==> config.mk <==
export PLATFORM = sky130hd
export DESIGN_NAME = mac_rr_sched
export DESIGN_NICKNAME = d
export VERILOG_FILES = /design/src/rtl/mac_rr_sched.sv
export SDC_FILE = /design/constraint.sdc
export NUM_CORES = 1
export LEC_CHECK = 0
export CAP_MARGIN = 20
export CELL_PAD_IN_SITES_DETAIL_PLACEMENT = 0
export CELL_PAD_IN_SITES_GLOBAL_PLACEMENT = 1
export CORE_ASPECT_RATIO = 0.8
export CORE_MARGIN = 1
export CORE_UTILIZATION = 30
export DETAILED_ROUTE_END_ITERATION = 10
export GPL_TIMING_DRIVEN = 0
export PLACE_DENSITY = 0.71
export SLEW_MARGIN = 30
export SYNTH_ARGS = -nofsm -noshare
export SYNTH_HDL_FRONTEND = slang
export SYNTH_SLANG_ARGS = --single-unit
export TNS_END_PERCENT = 10
==> constraint.sdc <==
create_clock -name i_clk -period 5.4 [get_ports i_clk]
set_input_delay 1.08 -clock i_clk [delete_from_list [all_inputs] [get_ports i_clk]]
set_output_delay 1.08 -clock i_clk [all_outputs]
set_load 0.02 [all_outputs]
==> src/rtl/mac_rr_sched.sv <==
// Round-robin multiply-accumulate over three show-ahead FIFOs, one burst of up to BURST_MAX words per grant.
// First pop 1 cycle after grant; result held in OUT until i_ready, no pops while a result waits.
module mac_rr_sched #(
  parameter int DW        = 8,
  parameter int BURST_MAX = 4,
  parameter int ACC_W     = 2*DW+3
) (
  input  logic             i_clk,
  input  logic             i_rst,
  input  logic [2:0]       i_empty,
  input  logic [DW-1:0]    i_rdata0,
  input  logic [DW-1:0]    i_rdata1,
  input  logic [DW-1:0]    i_rdata2,
  output logic [2:0]       o_ren,
  input  logic [DW-1:0]    i_coef0,
  input  logic [DW-1:0]    i_coef1,
  input  logic [DW-1:0]    i_coef2,
  output logic             o_valid,
  input  logic             i_ready,
  output logic [ACC_W-1:0] o_data,
  output logic [1:0]       o_src,
  output logic [2:0]       o_len,
  output logic             o_busy
);

  typedef enum logic [1:0] {IDLE, READ, OUT} state_t;

  localparam logic [2:0] BMAX = 3'(BURST_MAX);

  state_t            state;
  logic [1:0]        src_q;
  logic [1:0]        last_q;
  logic [DW-1:0]     coef_q;
  logic [ACC_W-1:0]  acc;
  logic [2:0]        cnt;

  logic [1:0]        cand0, cand1, cand2;
  logic [1:0]        grant_src;
  logic              grant_vld;
  logic [DW-1:0]     grant_coef;
  logic [DW-1:0]     rdata_sel;
  logic              src_empty;
  logic              ren_now;
  logic [2*DW-1:0]   prod;

  function automatic logic [1:0] nxt(input logic [1:0] s);
    return (s == 2'd2) ? 2'd0 : s + 2'd1;
  endfunction

  function automatic logic [DW-1:0] pick(input logic [1:0] s, input logic [DW-1:0] a,
                                         input logic [DW-1:0] b, input logic [DW-1:0] c);
    case (s)
      2'd0:    return a;
      2'd1:    return b;
      default: return c;
    endcase
  endfunction

  // Search starts one past the last-served source so every source gets a turn.
  always_comb begin
    cand0     = nxt(last_q);
    cand1     = nxt(cand0);
    cand2     = last_q;
    grant_vld = |(~i_empty);
    grant_src = cand2;
    if (!i_empty[cand0])      grant_src = cand0;
    else if (!i_empty[cand1]) grant_src = cand1;
  end

  always_comb begin
    grant_coef = pick(grant_src, i_coef0, i_coef1, i_coef2);
    rdata_sel  = pick(src_q, i_rdata0, i_rdata1, i_rdata2);
    src_empty  = i_empty[src_q];
    ren_now    = (state == READ) && !src_empty && (cnt < BMAX);
    prod       = (2*DW)'(rdata_sel) * (2*DW)'(coef_q);
    o_ren        = 3'b000;
    o_ren[src_q] = ren_now;
  end

  always_ff @(posedge i_clk or posedge i_rst) begin
    if (i_rst) begin
      state  <= IDLE;
      src_q  <= 2'd0;
      last_q <= 2'd2;
      coef_q <= '0;
      acc    <= '0;
      cnt    <= 3'd0;
    end else begin
      case (state)
        IDLE: begin
          if (grant_vld) begin
            src_q  <= grant_src;
            coef_q <= grant_coef;
            acc    <= '0;
            cnt    <= 3'd0;
            state  <= READ;
          end
        end
        READ: begin
          if (ren_now) begin
            acc <= acc + ACC_W'(prod);
            cnt <= cnt + 3'd1;
            if (cnt + 3'd1 == BMAX) state <= OUT;
          end else begin
            // Source ran dry: an empty grant is dropped without moving the pointer.
            state <= (cnt == 3'd0) ? IDLE : OUT;
          end
        end
        OUT: begin
          if (i_ready) begin
            last_q <= src_q;
            state  <= IDLE;
          end
        end
        default: state <= IDLE;
      endcase
    end
  end

  assign o_valid = (state == OUT);
  assign o_busy  = (state != IDLE);
  assign o_data  = acc;
  assign o_src   = src_q;
  assign o_len   = cnt;

endmodule

=== Yosys cells after proc, flatten, opt, wreduce, memory -nomap -nowiden ===
Index checks and enable logic that the tools add are counted.
W data, S select, Z words.

* Add/sub/neg operators: 4
* $mul: 1
* Order comparisons: 5
* Eq/ne operators: 11
* Muxes and demuxes: 26
* Bitwise gates (word level): 2
* Reductions and logical operators: 15

{| class="wikitable"
|+ Operators with widths
! kind !! number
|-
| $mux W19 || 2
|-
| $pmux W19 S2 || 1
|-
| $pmux W8 S2 || 2
|-
| $add A19 B16 Y19 || 1
|-
| $mux W2 || 9
|-
| $mul A8 B8 Y16 || 1
|-
| $lt A2 B3 Y1 const B || 3
|-
| $bmux W1 S2 || 3
|-
| $eq A2 B1 Y1 const B || 3
|-
| $eq A2 B2 Y1 const B || 3
|-
| $logic_not A2 Y1 || 3
|-
| $mux W3 || 2
|-
| $pmux W2 S3 || 1
|-
| $pmux W3 S2 || 1
|-
| $reduce_and A3 Y1 || 2
|-
| $add A2 B1 Y2 const B || 2
|-
| $mux W1 || 4
|-
| $ne A2 B2 Y1 const B || 2
|-
| $reduce_and A2 Y1 || 2
|-
| $reduce_bool A2 Y1 || 2
|-
| $add A3 B1 Y3 const B || 1
|-
| $and A3 B3 Y3 || 1
|-
| $eq A3 B3 Y1 const B || 1
|-
| $logic_and A1 B1 Y1 || 3
|-
| 9 further kinds || 9
|}

* Register bits after elaboration: 36
* Input port bits: 54
* Output and inout port bits: 29
* Word-level logic and storage cells: 70

=== Depth between registers and ports, before layout ===
Gate-level depths: netlist of the first run.

* Word-level depth: 10
* Mapped depth: 21
* Mapped depth without buffers: 19

=== Worst setup path before layout of the first run ===
OpenSTA, ideal clock, no wires.

* Path kind: input to register
* Start point: input port i_rdata1[0]
* End point: register acc[17] (netlist: o_data[17])
* Setup time: 0.132 ns
* Data arrival time: 5.377 ns
* Data required time: 5.268 ns
* Slack: -0.109 ns
* Stages: 18
* Path buffers: 0
* Path through: mux2i_1 nor2_1 a21oi_1 nand2b_1 fa_1 fa_1 inv_1 fa_1 inv_1 fa_1 inv_1 ha_1 a21o_1 a221oi_2 o41ai_2 a221oi_2 xor2_1 o21ai_1

* Word-level cells in the longest chain between the ends: 5

{| class="wikitable"
|+ RTL lines
! element !! line !! text
|-
| start: declaration || 12 || <nowiki>input logic [DW-1:0] i_rdata1,</nowiki>
|-
| $pmux W8 S2 || 52 || <nowiki>case (s)</nowiki>
|-
| $mul A8 B8 Y16 || 75 || <nowiki>prod = (2*DW)'(rdata_sel) * (2*DW)'(coef_q);</nowiki>
|-
| $add A19 B16 Y19 || 101 || <nowiki>acc <= acc + ACC_W'(prod);</nowiki>
|-
| $mux W19 || 100 || <nowiki>if (ren_now) begin</nowiki>
|-
| $pmux W19 S2 || 89 || <nowiki>case (state)</nowiki>
|-
| end signal: assignment || 101 ||
|-
| end: declaration || 34 || <nowiki>logic [ACC_W-1:0] acc;</nowiki>
|}

No other way between the ends. The select of a mux whose other input is x is not followed.
A chain may end at the register's enable or synchronous reset.

=== Worst setup path after layout of the first run ===
* Start point: input port i_rdata0[4]
* End point: register acc[17] (netlist: o_data[17])

* Word-level cells in the longest chain between the ends: 5

{| class="wikitable"
|+ RTL lines
! element !! line !! text
|-
| start: declaration || 11 || <nowiki>input logic [DW-1:0] i_rdata0,</nowiki>
|-
| $pmux W8 S2 || 52 ||
|-
| $mul A8 B8 Y16 || 75 ||
|-
| $add A19 B16 Y19 || 101 ||
|-
| $mux W19 || 100 ||
|-
| $pmux W19 S2 || 89 ||
|}

No other way between the ends. The select of a mux whose other input is x is not followed.

==> flow_metrics.tcl, run 1 <==
set metrics [dict create \
    fmaxAchievable_ghz 0.191 \
    vias 3964 \
    r2r_slack_ns 0.24 \
    hold_viol_final 0 \
    cp_max_fo 7 \
    synth_area_sq_mm 0.00454 \
    startpoint_type "input pin" \
    antenna_found_initial 1 \
    finalSetupTns_ns 0 \
    clkSinkCount 36 \
    drtIter0Drc 139 \
    final_core_util_pct 43.3 \
    seqCellArea_sq_um 902 \
    end_kind "flop" \
    fin_skew_ns 0.00560 \
    synth-main-ff-cell "dfrtp_1" \
    post-synth-top-count-cell "inv_1" \
    grt_max_degree 23 \
    r2r_end "o_data[17]" \
    status "finished, final reports clean" \
    wl_per_cell_microns 15.2 \
    yosys.area.top_type "fa_1" \
    worstPathArrival_ns 5.38 \
    firstDrtPassIters 5 \
    hold_depth 2 \
    die_area_sq_mm 0.0156 \
    pre_cts_ws_ns -1.18 \
    drc 0 \
    port_buffers 82 \
    syn_area_per_cell_sq_um 8.57 \
    globalRouteOverflowTotal 0 \
    ys_warn_count 0 \
    maxSlewHeadroom_pct 55.3 \
    crit_chain "buf_6 > mux2i_2 > o21ai_4 > buf_4 > and2_1 > fa_1 > fa_1 > fa_1 > inv_1 > fa_1 > inv_1 > ha_2 > a21oi_4 > a2bb2oi_2 > o41ai_4 > a221oi_2 > xor2_1 > o21ai_1" \
    cts_tree "yes" \
    synth_cells 530 \
    grt_first_pass_wirelength_microns 20800 \
    synth-edff-count 0 \
    fp.dieW_microns 140 \
    grt_pass1_vias 4091 \
    setup_viol 0 \
    htreeDepth 2 \
    r2r-start "o_src[0]" \
    synth.top_cell.area_share_pct 22.0 \
    path_depth 18 \
    synth_area_leaders "fa_1 (22%), dfrtp_1 (19%), ha_1 (12%)" \
    syn-num-nets 678 \
    nNetsFinal 793 \
    slowest_delay_ns 0.55 \
    cp_top_family "adder cells" \
    crit_slowest_cell "fa_1" \
    period_share_pct 96.8 \
    n_antenna_cell 0 \
    rows 39 \
    layout_min_cycle_time_ns 5.23 \
    crit_start "i_rdata0[4]" \
    ys_async_sr_fraction_pct 100 \
    core_area_sq_mm 0.0145 \
    criticalPathCategory "in2reg" \
    cts_inserted_buffers 5 \
    hold_path.startpoint "o_len[2]" \
    final_max_slew_viol_count 0 \
    synth_common_cells "inv_1 (101), nand2_1 (67), fa_1 (50)" \
    endpoint "o_data[17]" \
    track_usage_pct 17.0 \
    multi_input_area_sq_mm 0.00351 \
    syn_to_final_growth_pct 38.6 \
    drive_gt1_share_pct 20.1 \
    hpwl_microns 9920 \
    globalplace.congestion 0.818 \
    fillers 1472 \
    clk_pin_slew_worst_paths_ns 0.06 \
    clock_latency_ns 0.29 \
    vias_per_cell 4.78 \
    cp_num_buf_inv 4 \
    ff2ff_path_depth 20 \
    drv_cap 0 \
    cts_root_buf "clkbuf_16" \
    hold_class "reg2reg" \
    yosysSeqAreaShare_pct 19.9 \
    cpMostUsedCell "fa_1" \
    clockBufferDepth 2 \
    worstPathRequired_ns 5.55 \
    die_height_microns 112 \
    io_pins 83 \
    setup_slack_ns 0.173 \
    synth_cell_types 45 \
    start_util_pct 31.3 \
    routed_wl_microns 12600 \
    final_antenna_net_count 0 \
    tightest_slew_ns 0.670 \
    ys_ff_latch 36 \
]
-- cell families after synthesis --
| family | count (synthesis) | share of synthesized area, % |
|---|---|---|
| AND/OR/NAND/NOR | 162 | 17.4 |
| buffers and inverters | 119 | 9.99 |
| adder cells (fa/ha/maj) | 94 | 34.1 |
| AO/OA/AOI/OAI | 87 | 11.8 |
| flip-flops | 36 | 19.9 |
| multiplexers | 21 | 4.71 |
| XOR/XNOR | 11 | 2.12 |
-- layout make-up --
| type | count | area share (%) |
|---|---|---|
| plain buffers | 17 | 1.31 |
| clock buffers | 5 | 1.99 |
| clock inverters | 3 | 0.735 |
| inverters | 101 | 6.02 |
| multi-input cells | 375 | 55.7 |
| flip-flops and latches | 36 | 14.3 |
| well taps | 184 | 3.65 |
| repair buffers | 109 | 16.3 |
-- stage by stage --
step           area (sq um)  hold slack [ns]  instances
6_report               6300            0.508        830
5_1_grt                6300            0.540        830
4_1_cts                6160            0.510        822
3_5_place_dp           5630            0.496        797
3_3_place_gp           5600            0.495        796
2_1_floorplan          4550            0.527        530
-- worst min path at each step --
stage	end	slack, ns
detailed placement	o_data[1]	0.50
floorplan	cand2[0]	0.53
global placement	o_data[2]	0.50
global route	o_data[2]	0.54
finish	o_len[2]	0.51
CTS	o_data[1]	0.51
-- worst reg2reg max path, stage by stage, from the launching register on --
cell	delay [ns]
dfrtp_1	0.38
buf_4	0.17
buf_6	0.16
mux2i_2	0.17
o21ai_4	0.28
nand2_2	0.10
fa_1	0.51
fa_1	0.56
inv_2	0.05
fa_1	0.52
inv_1	0.05
fa_1	0.51
inv_2	0.05
ha_4	0.24
a21o_1	0.20
a221oi_4	0.31
buf_6	0.16
o41ai_4	0.11
a221oi_2	0.27
xor2_1	0.16
o21ai_1	0.07
-- flip-flops by register name, indices dropped and copies added (netlist names) --
name / flops
cand2: 2
coef_q: 8
o_data: 19
o_len: 3
o_src: 2
state: 2
-- layer usage --
metal | track usage, % | up-vias | routed length (microns)
met5 | 0 | - | 18
met4 | 3.74 | 2 | 170
met3 | 3.03 | 17 | 458
met2 | 29.2 | 71 | 6060
met1 | 22.3 | 1952 | 5920
li1 | - | 1922 | -
-- placed cells by master, fill, tap and decap left out, types with 7 or more instances in the layout --
cell type        instances
inv_1                   95
clkdlybuf4s50_1         58
nand2_1                 51
fa_1                    48
ha_1                    36
dfrtp_1                 35
o21ai_0                 26
buf_4                   24
and2_1                  21
a21oi_1                 18
nand3_1                 17
nor2_1                  16
nand2_2                 16
nor2b_1                 15
mux2i_1                 13
clkbuf_2                12
dlymetal6s2s_1          10
xor2_1                   8
clkbuf_1                 7
a21o_1                   7
-- timing repair --
item,CTS,global route
setup endpoints to repair,11,8
resized for setup,70,68
buffers inserted,18,8
pin swaps,54,26
hold endpoints to repair,0,0
hold buffers,0,0
Power of run 1 is left out: the tool's default activity adds up to more than one toggle a clock period on the data nets, which glitch-free logic cannot reach.
==> run 2: changes to the inputs <==
--- a/config.mk
+++ b/config.mk
@@ -12,6 +12,7 @@
 export CORE_MARGIN = 1
 export CORE_UTILIZATION = 30
 export DETAILED_ROUTE_END_ITERATION = 10
+export GPL_ROUTABILITY_DRIVEN = 0
 export GPL_TIMING_DRIVEN = 0
 export PLACE_DENSITY = 0.71
 export SLEW_MARGIN = 30
==> results of run 2 <==
The final DEF is identical to that of run 1; final timing and power are the same.
Power of run 2 is left out for the same reason.
